--- src/rtl/kaipokrandt_bus_ctrl.sv ---
// kaipokrandt_bus_ctrl: round-robin arbiter and sequencer for register-to-register transfers on the shared tristate bus
module kaipokrandt_bus_ctrl #(
    parameter int NREG = 4,
    parameter int IW = 2
) (
    input  logic            clk,
    input  logic            reset,
    input  logic            req0,
    input  logic [IW-1:0]   src0,
    input  logic [IW-1:0]   dst0,
    input  logic            ext0,
    output logic            gnt0,
    input  logic            req1,
    input  logic [IW-1:0]   src1,
    input  logic [IW-1:0]   dst1,
    input  logic            ext1,
    output logic            gnt1,
    output logic [NREG-1:0] drv_en,
    output logic [NREG-1:0] ld_en,
    output logic            extout_en,
    output logic            busy,
    output logic            err
);
    typedef enum logic [1:0] {IDLE, DRIVE, LOAD, DONE} state_t;
    localparam logic [IW:0] NREG_W = (IW+1)'(NREG);
    localparam logic [NREG-1:0] ONE = NREG'(1);
    state_t state, state_nxt;
    logic [IW-1:0] src_q, dst_q, src_w, dst_w;
    logic ext_q, id_q, err_q, ptr, extout_hold;
    logic pick, ext_w, bad_w, any_req;
    always_comb begin
        any_req = req0 || req1;
        pick = (req0 && req1) ? ptr : req1;
        src_w = pick ? src1 : src0;
        dst_w = pick ? dst1 : dst0;
        ext_w = pick ? ext1 : ext0;
        bad_w = (src_w == dst_w) || ({1'b0, src_w} >= NREG_W) || ({1'b0, dst_w} >= NREG_W);
        state_nxt = state;
        case (state)
            IDLE:  state_nxt = any_req ? (bad_w ? DONE : DRIVE) : IDLE;
            DRIVE: state_nxt = LOAD;
            LOAD:  state_nxt = DONE;
            DONE:  state_nxt = IDLE;
            default: state_nxt = IDLE;
        endcase
    end
    // Outputs depend only on registered state and latched fields.
    always_comb begin
        drv_en = (state == DRIVE || state == LOAD) ? ONE << src_q : '0;
        ld_en = (state == LOAD) ? ONE << dst_q : '0;
        gnt0 = (state == DONE) && !id_q;
        gnt1 = (state == DONE) && id_q;
        err = (state == DONE) && err_q;
        busy = state != IDLE;
        extout_en = extout_hold;
    end
    always_ff @(posedge clk) begin
        if (!reset) begin
            state <= IDLE;
            src_q <= '0;
            dst_q <= '0;
            ext_q <= 1'b0;
            id_q <= 1'b0;
            err_q <= 1'b0;
            ptr <= 1'b0;
            extout_hold <= 1'b0;
        end else begin
            state <= state_nxt;
            if (state == IDLE && any_req) begin
                src_q <= src_w;
                dst_q <= dst_w;
                ext_q <= ext_w;
                id_q <= pick;
                err_q <= bad_w;
            end
            if (state == LOAD && dst_q == '0)
                extout_hold <= ext_q;
            if (state == DONE)
                ptr <= ~id_q;
        end
    end
endmodule

--- config.mk ---
export PLATFORM = sky130hd
export DESIGN_NAME = kaipokrandt_bus_ctrl
export DESIGN_NICKNAME = d
export VERILOG_FILES = /design/src/rtl/kaipokrandt_bus_ctrl.sv
export SDC_FILE = /design/constraint.sdc
export NUM_CORES = 1
export LEC_CHECK = 0
export ABC_AREA = 1
export CAP_MARGIN = 20
export CORE_MARGIN = 4
export CORE_UTILIZATION = 43
export DETAILED_ROUTE_END_ITERATION = 10
export PLACE_DENSITY = 0.78
export SLEW_MARGIN = 20
export SYNTH_ARGS = -nofsm -noshare
export SYNTH_HDL_FRONTEND = slang
export SYNTH_SLANG_ARGS = --single-unit
--- constraint.sdc ---
create_clock -name clk -period 1.3 [get_ports clk]
set_input_delay 0.195 -clock clk [delete_from_list [all_inputs] [get_ports clk]]
set_output_delay 0.195 -clock clk [all_outputs]
set_load 0.005 [all_outputs]
# [Word-level counts from Yosys, hierarchy flattened]
# Cells that the tools add are included.
[word_totals] regBits=11 inputBits=14 elab_cells=36
[op_classes] n_eq_ne=4 shift=2 muxes=9 bitwise_logic=1 n_reduce_logical=12
[ops] cell="$mux W2" n=4
[ops] cell="$mux W4" n=2
[ops] cell="$pmux W2 S4" n=1
[ops] cell="$shl A1 B2 Y4 const A" n=2
[ops] cell="$logic_and A1 B1 Y1" n=6
[ops] cell="$eq A2 B2 Y1 const B" n=2
[ops] cell="$logic_not A2 Y1" n=2
[ops] cell="$eq A2 B1 Y1 const B" n=1
[ops] cell="$eq A2 B2 Y1" n=1
[ops] cell="$logic_or A1 B1 Y1" n=2
[ops] cell="$mux W1" n=2
[ops] cell="$reduce_bool A2 Y1" n=1
[ops] cell="$logic_not A1 Y1" n=1
[ops] cell="$not A1 Y1" n=1

# [Depth between registers and ports, before layout]
[logic_depth] ltp_word=7 depth_mapped=10 ltp_nobuf=10

# [Least setup slack after synthesis]
# No wires, ideal clock.
[synth_timing] path_type="register to register" from="register state[0]" to="register dst_q[0]" setup_ps=115 arrival_time_ps=1058 t_required_ps=1185 setup_slack_ps=127 stages_incl_launch_ff=8 n_path_buf=0 path_cell_list="dfxtp_1 > inv_1 > ha_1 > inv_1 > nor2_2 > inv_2 > o21ai_0 > inv_1"
[synth_between] elab_chain_len=2
[synth_rtl] element="start, declared" line_no="27" text="state_t state, state_nxt;"
[synth_rtl] element="start signal, assigned" line_no="68" text="state <= state_nxt;"
[synth_rtl] element="$logic_not A2 Y1" line_no="69" text="if (state == IDLE && any_req) begin"
[synth_rtl] element="$logic_and A1 B1 Y1" line_no="69"
[synth_rtl] element="end signal, assigned" line_no="71" text="dst_q <= dst_w;"
[synth_rtl] element="end, declared" line_no="28" text="logic [IW-1:0] src_q, dst_q, src_w, dst_w;"
# Every way passes these cells.
# A chain may end at the register's enable or synchronous reset.

# [Worst setup path in the final report]
[layout_timing] from="register state[0]" to="output port drv_en[1]"
[layout_between] elab_chain_len=3 elab_cells_between_ends=4
[layout_rtl] element="$eq A2 B1 Y1 / $eq A2 B2 Y1 (equally long branches)" line_no="49" text="drv_en = (state == DRIVE || state == LOAD) ? ONE << src_q : '0;"
[layout_rtl] element="$logic_or A1 B1 Y1 *" line_no="49"
[layout_rtl] element="$mux W4 *" line_no="49"
[layout_rtl] element="end, declared" line_no="18" text="output logic [NREG-1:0] drv_en,"
# Mark *: on every way between the ends. The rest lies on a longest branch, timed or not.

==> flow_summary.json <==
{
  "status": "finished, violations left",
  "violations": "setup timing",
  "combPwrFrac_pct": 47.1,
  "syn-instance-count": 116,
  "finalCritPeriodShare_pct": 117,
  "synthesis.nets": 134,
  "critical_path.top_delay_family": "flip-flops",
  "layout_setup_ws_ns": -0.222,
  "num_io_pins": 27,
  "first_pass_iters": 4,
  "r2r-end": "dst_q[0]",
  "p_int_uw": 784,
  "grt_pass1_wl_um": 3940,
  "cp_cell_sequence": "inv_4 > ha_4 > inv_4 > nor3_2 > buf_2",
  "synth_top_area_share_pct": 30.0,
  "dieArea_um2": 2430,
  "final_core_util_pct": 86.4,
  "gr-total-overflow": 0,
  "drt-total-wl_um": 2830,
  "fillers": 92,
  "ys_ff_latch": 11,
  "p_sw_uw": 509,
  "final-setup-viol-count": 20,
  "cp_max_fo": 4,
  "die_w_um": 49.3,
  "r2r_start": "state[0]",
  "antenna_cells": 0,
  "detail-route-antenna-nets": 0,
  "clockPowerShare_pct": 19.0,
  "fin_crit_ns": 1.52,
  "required_ns": 1.11,
  "num_vias": 962,
  "whs_path_depth": 2,
  "final_cell_count_no_fill": 181,
  "cts_root_buf": "clkbuf_4",
  "grt_use_total_pct": 21.5,
  "rsz0062_at_grt": "true",
  "die_h_um": 49.3,
  "finalClockSkew_ns": 0.00331,
  "first_iter_violations": 19,
  "core_um2": 1560,
  "crit_arrival_ns": 1.33,
  "grt_pass1_vias": 945,
  "hold_start": "ext_q",
  "swShare_pct": 39.4,
  "cpMostUsedCell": "inv_4",
  "synthTopCellsByArea": "dfxtp_1 (30%), nand2_1 (15%), inv_1 (14%), ha_1 (6.8%), a21oi_1 (6.1%)",
  "antenna_found_initial": 0,
  "final_hold_viol_count": 0,
  "yosys_warnings": 0,
  "drive_gt1_share_pct": 43.0,
  "slowest_stage": "dfxtp_2",
  "clkTransAtPathRegs_ns": 0.08,
  "hpwlAfterDp_um": 1590,
  "gp_congestion": 0.731,
  "dp.cells": 172,
  "route.detailed.drc": 0,
  "seqPwrFrac_pct": 33.9,
  "yosysUniqueCellTypes": 16,
  "setup_tns_ns": -2.25,
  "max_cap_violations": 0,
  "reg2regPathDepth": 9,
  "htreeDepth": 1,
  "max_slew_margin_pct": 72.9,
  "post-synth-top-area-cell": "dfxtp_1",
  "nNetsFinal": 184,
  "cts_buffer_depth": 2,
  "whs_endpoint": "extout_en",
  "syn_area_um2": 733,
  "wl_per_cell_um": 15.6,
  "seq_area_frac_synth_pct": 30.0,
  "portBuffers": 26,
  "syn2layout_area_growth_pct": 83.6,
  "initial_core_util_pct": 47.0,
  "vias_per_cell": 5.31,
  "cpPeakStageDelay_ns": 0.37,
  "clk_latency_ns": 0.27,
  "pwr_density_cell_nw_per_um2": 960,
  "avgSynthCellArea_um2": 6.32,
  "path_class": "reg2out",
  "report.final.slew_viol_count": 0,
  "cts-buffers-inserted": 3,
  "rrSetupSlack_ns": -0.11,
  "cts_tree": "yes",
  "end_kind": "output port",
  "fmax_mhz": 657,
  "p_leak_nw": 0.701,
  "peakVddDrop_mv": 0.654,
  "start_kind": "flip-flop",
  "hold_class": "reg2reg",
  "clkSinkCount": 11,
  "worst-path-buf-inv": 3,
  "tightest_slew_ns": 0.406,
  "core.rowCount": 14,
  "grt_max_degree": 11
}
==> power by group through the flow <==
stage / sequential (mW) / clock (mW) / combinational (mW)
final: 0.438 / 0.245 / 0.609
after global placement: 0.414 / 0 / 0.402
after global routing: 0.443 / 0.263 / 0.658
after detailed placement: 0.417 / 0 / 0.417
after floorplan: 0.411 / 0 / 0.208
after CTS: 0.420 / 0.249 / 0.499
==> sequential cells by signal, indices dropped and copies added (netlist names) <==
signal,cells
dst_q,2
err_q,1
src_q,2
ext_q,1
ptr,1
extout_en,1
state,2
id_q,1
==> layer usage <==
layer | GRT usage, % | up-vias | wire [um] | part of all wire, %
met2 | 44.9 | 45 | 1550 | 55
met4 | 12.8 | 0 | 98 | 3.5
met3 | 4.59 | 12 | 180 | 6.4
met5 | 0 | - | 0 | 0
li1 | - | 464 | - | -
met1 | 17.5 | 441 | 993 | 35
==> cell type report <==
| cell class | instances | area, um2 | area share, % |
|---|---|---|---|
| Sequential cell | 11 | 228 | 16.9 |
| Multi-Input combinational cell | 78 | 589 | 43.8 |
| Tap cell | 16 | 20.0 | 1.49 |
| Inverter | 28 | 123 | 9.11 |
| Timing Repair Buffer | 44 | 360 | 26.8 |
| Clock buffer | 4 | 26.3 | 1.95 |
==> kinds of logic (layout without fill, tap and decap cells) <==
kind of cell	Yosys count	in the layout	share of synthesized area, %
adder cells (fa/ha/maj)	4	4	6.83
flip-flops	11	11	30.0
AO/OA/AOI/OAI	17	17	12.3
AND/OR/NAND/NOR	55	57	35.0
buffers and inverters	29	76	15.9
==> layout by cell type (no fill, tap or decap), types with 2 or more instances in the layout <==
| master | netlist | final |
|---|---|---|
| a21oi_1 | 9 | 5 |
| a21oi_2 | 0 | 3 |
| buf_2 | 0 | 10 |
| buf_4 | 0 | 14 |
| buf_6 | 1 | 5 |
| clkbuf_4 | 0 | 3 |
| clkdlybuf4s50_1 | 0 | 11 |
| dfxtp_1 | 11 | 7 |
| dfxtp_2 | 0 | 3 |
| dlymetal6s2s_1 | 0 | 2 |
| ha_4 | 0 | 4 |
| inv_1 | 27 | 19 |
| inv_2 | 1 | 2 |
| inv_4 | 0 | 7 |
| nand2_1 | 30 | 29 |
| nand2_2 | 0 | 2 |
| nand2_8 | 0 | 2 |
| nand3_1 | 6 | 5 |
| nand3b_1 | 4 | 4 |
| nor2_1 | 4 | 3 |
| nor3_2 | 0 | 4 |
| nor3_4 | 0 | 4 |
| o21ai_1 | 0 | 5 |
==> synthesized netlist by cell type, drive strengths merged <==
cell / count
inv: 28
nand3b: 4
o211ai: 1
nor2: 5
nor3: 8
o21ai: 6
buf: 1
a211oi: 1
nand3: 6
nand2: 32
ha: 4
a21oi: 9
dfxtp: 11
==> how the worst max path moves through the flow <==
stage | start | end | slack, ns | cells past startpoint
2_1_floorplan | state[0] | dst_q[0] | 0.13 | 7
3_3_place_gp | state[0] | ld_en[0] | -0.30 | 5
3_5_place_dp | state[1] | drv_en[0] | -0.36 | 5
4_1_cts | state[0] | drv_en[3] | -0.13 | 5
5_1_grt | state[0] | drv_en[1] | -0.28 | 5
6_report | state[0] | drv_en[1] | -0.22 | 5
==> per-stage QoR <==
stage | cell area (um2) | power [mW] | setup slack, ns | hold slack [ns]
CTS | 1220 | 1.17 | -0.134 | 0.454
finish | 1350 | 1.29 | -0.222 | 0.454
global placement | 1110 | 0.816 | -0.297 | 0.443
floorplan | 733 | 0.619 | 0.127 | 0.333
detailed placement | 1110 | 0.834 | -0.364 | 0.441
global route | 1350 | 1.36 | -0.276 | 0.460
==> tightest hold or removal path: stages, from the launching register on <==
cell and delay (ns):
dfxtp_1 0.32, inv_1 0.05, a21oi_1 0.05
==> repair_timing <==
item,4_1_cts,5_1_grt
pin swaps,3,7
setup buffers,1,2
endpoints found under the hold margin,0,0
gates cloned,0,2
hold buffers,0,0
resized for setup,83,28
setup endpoints to repair,20,21
(Power assumes the default switching activity.)
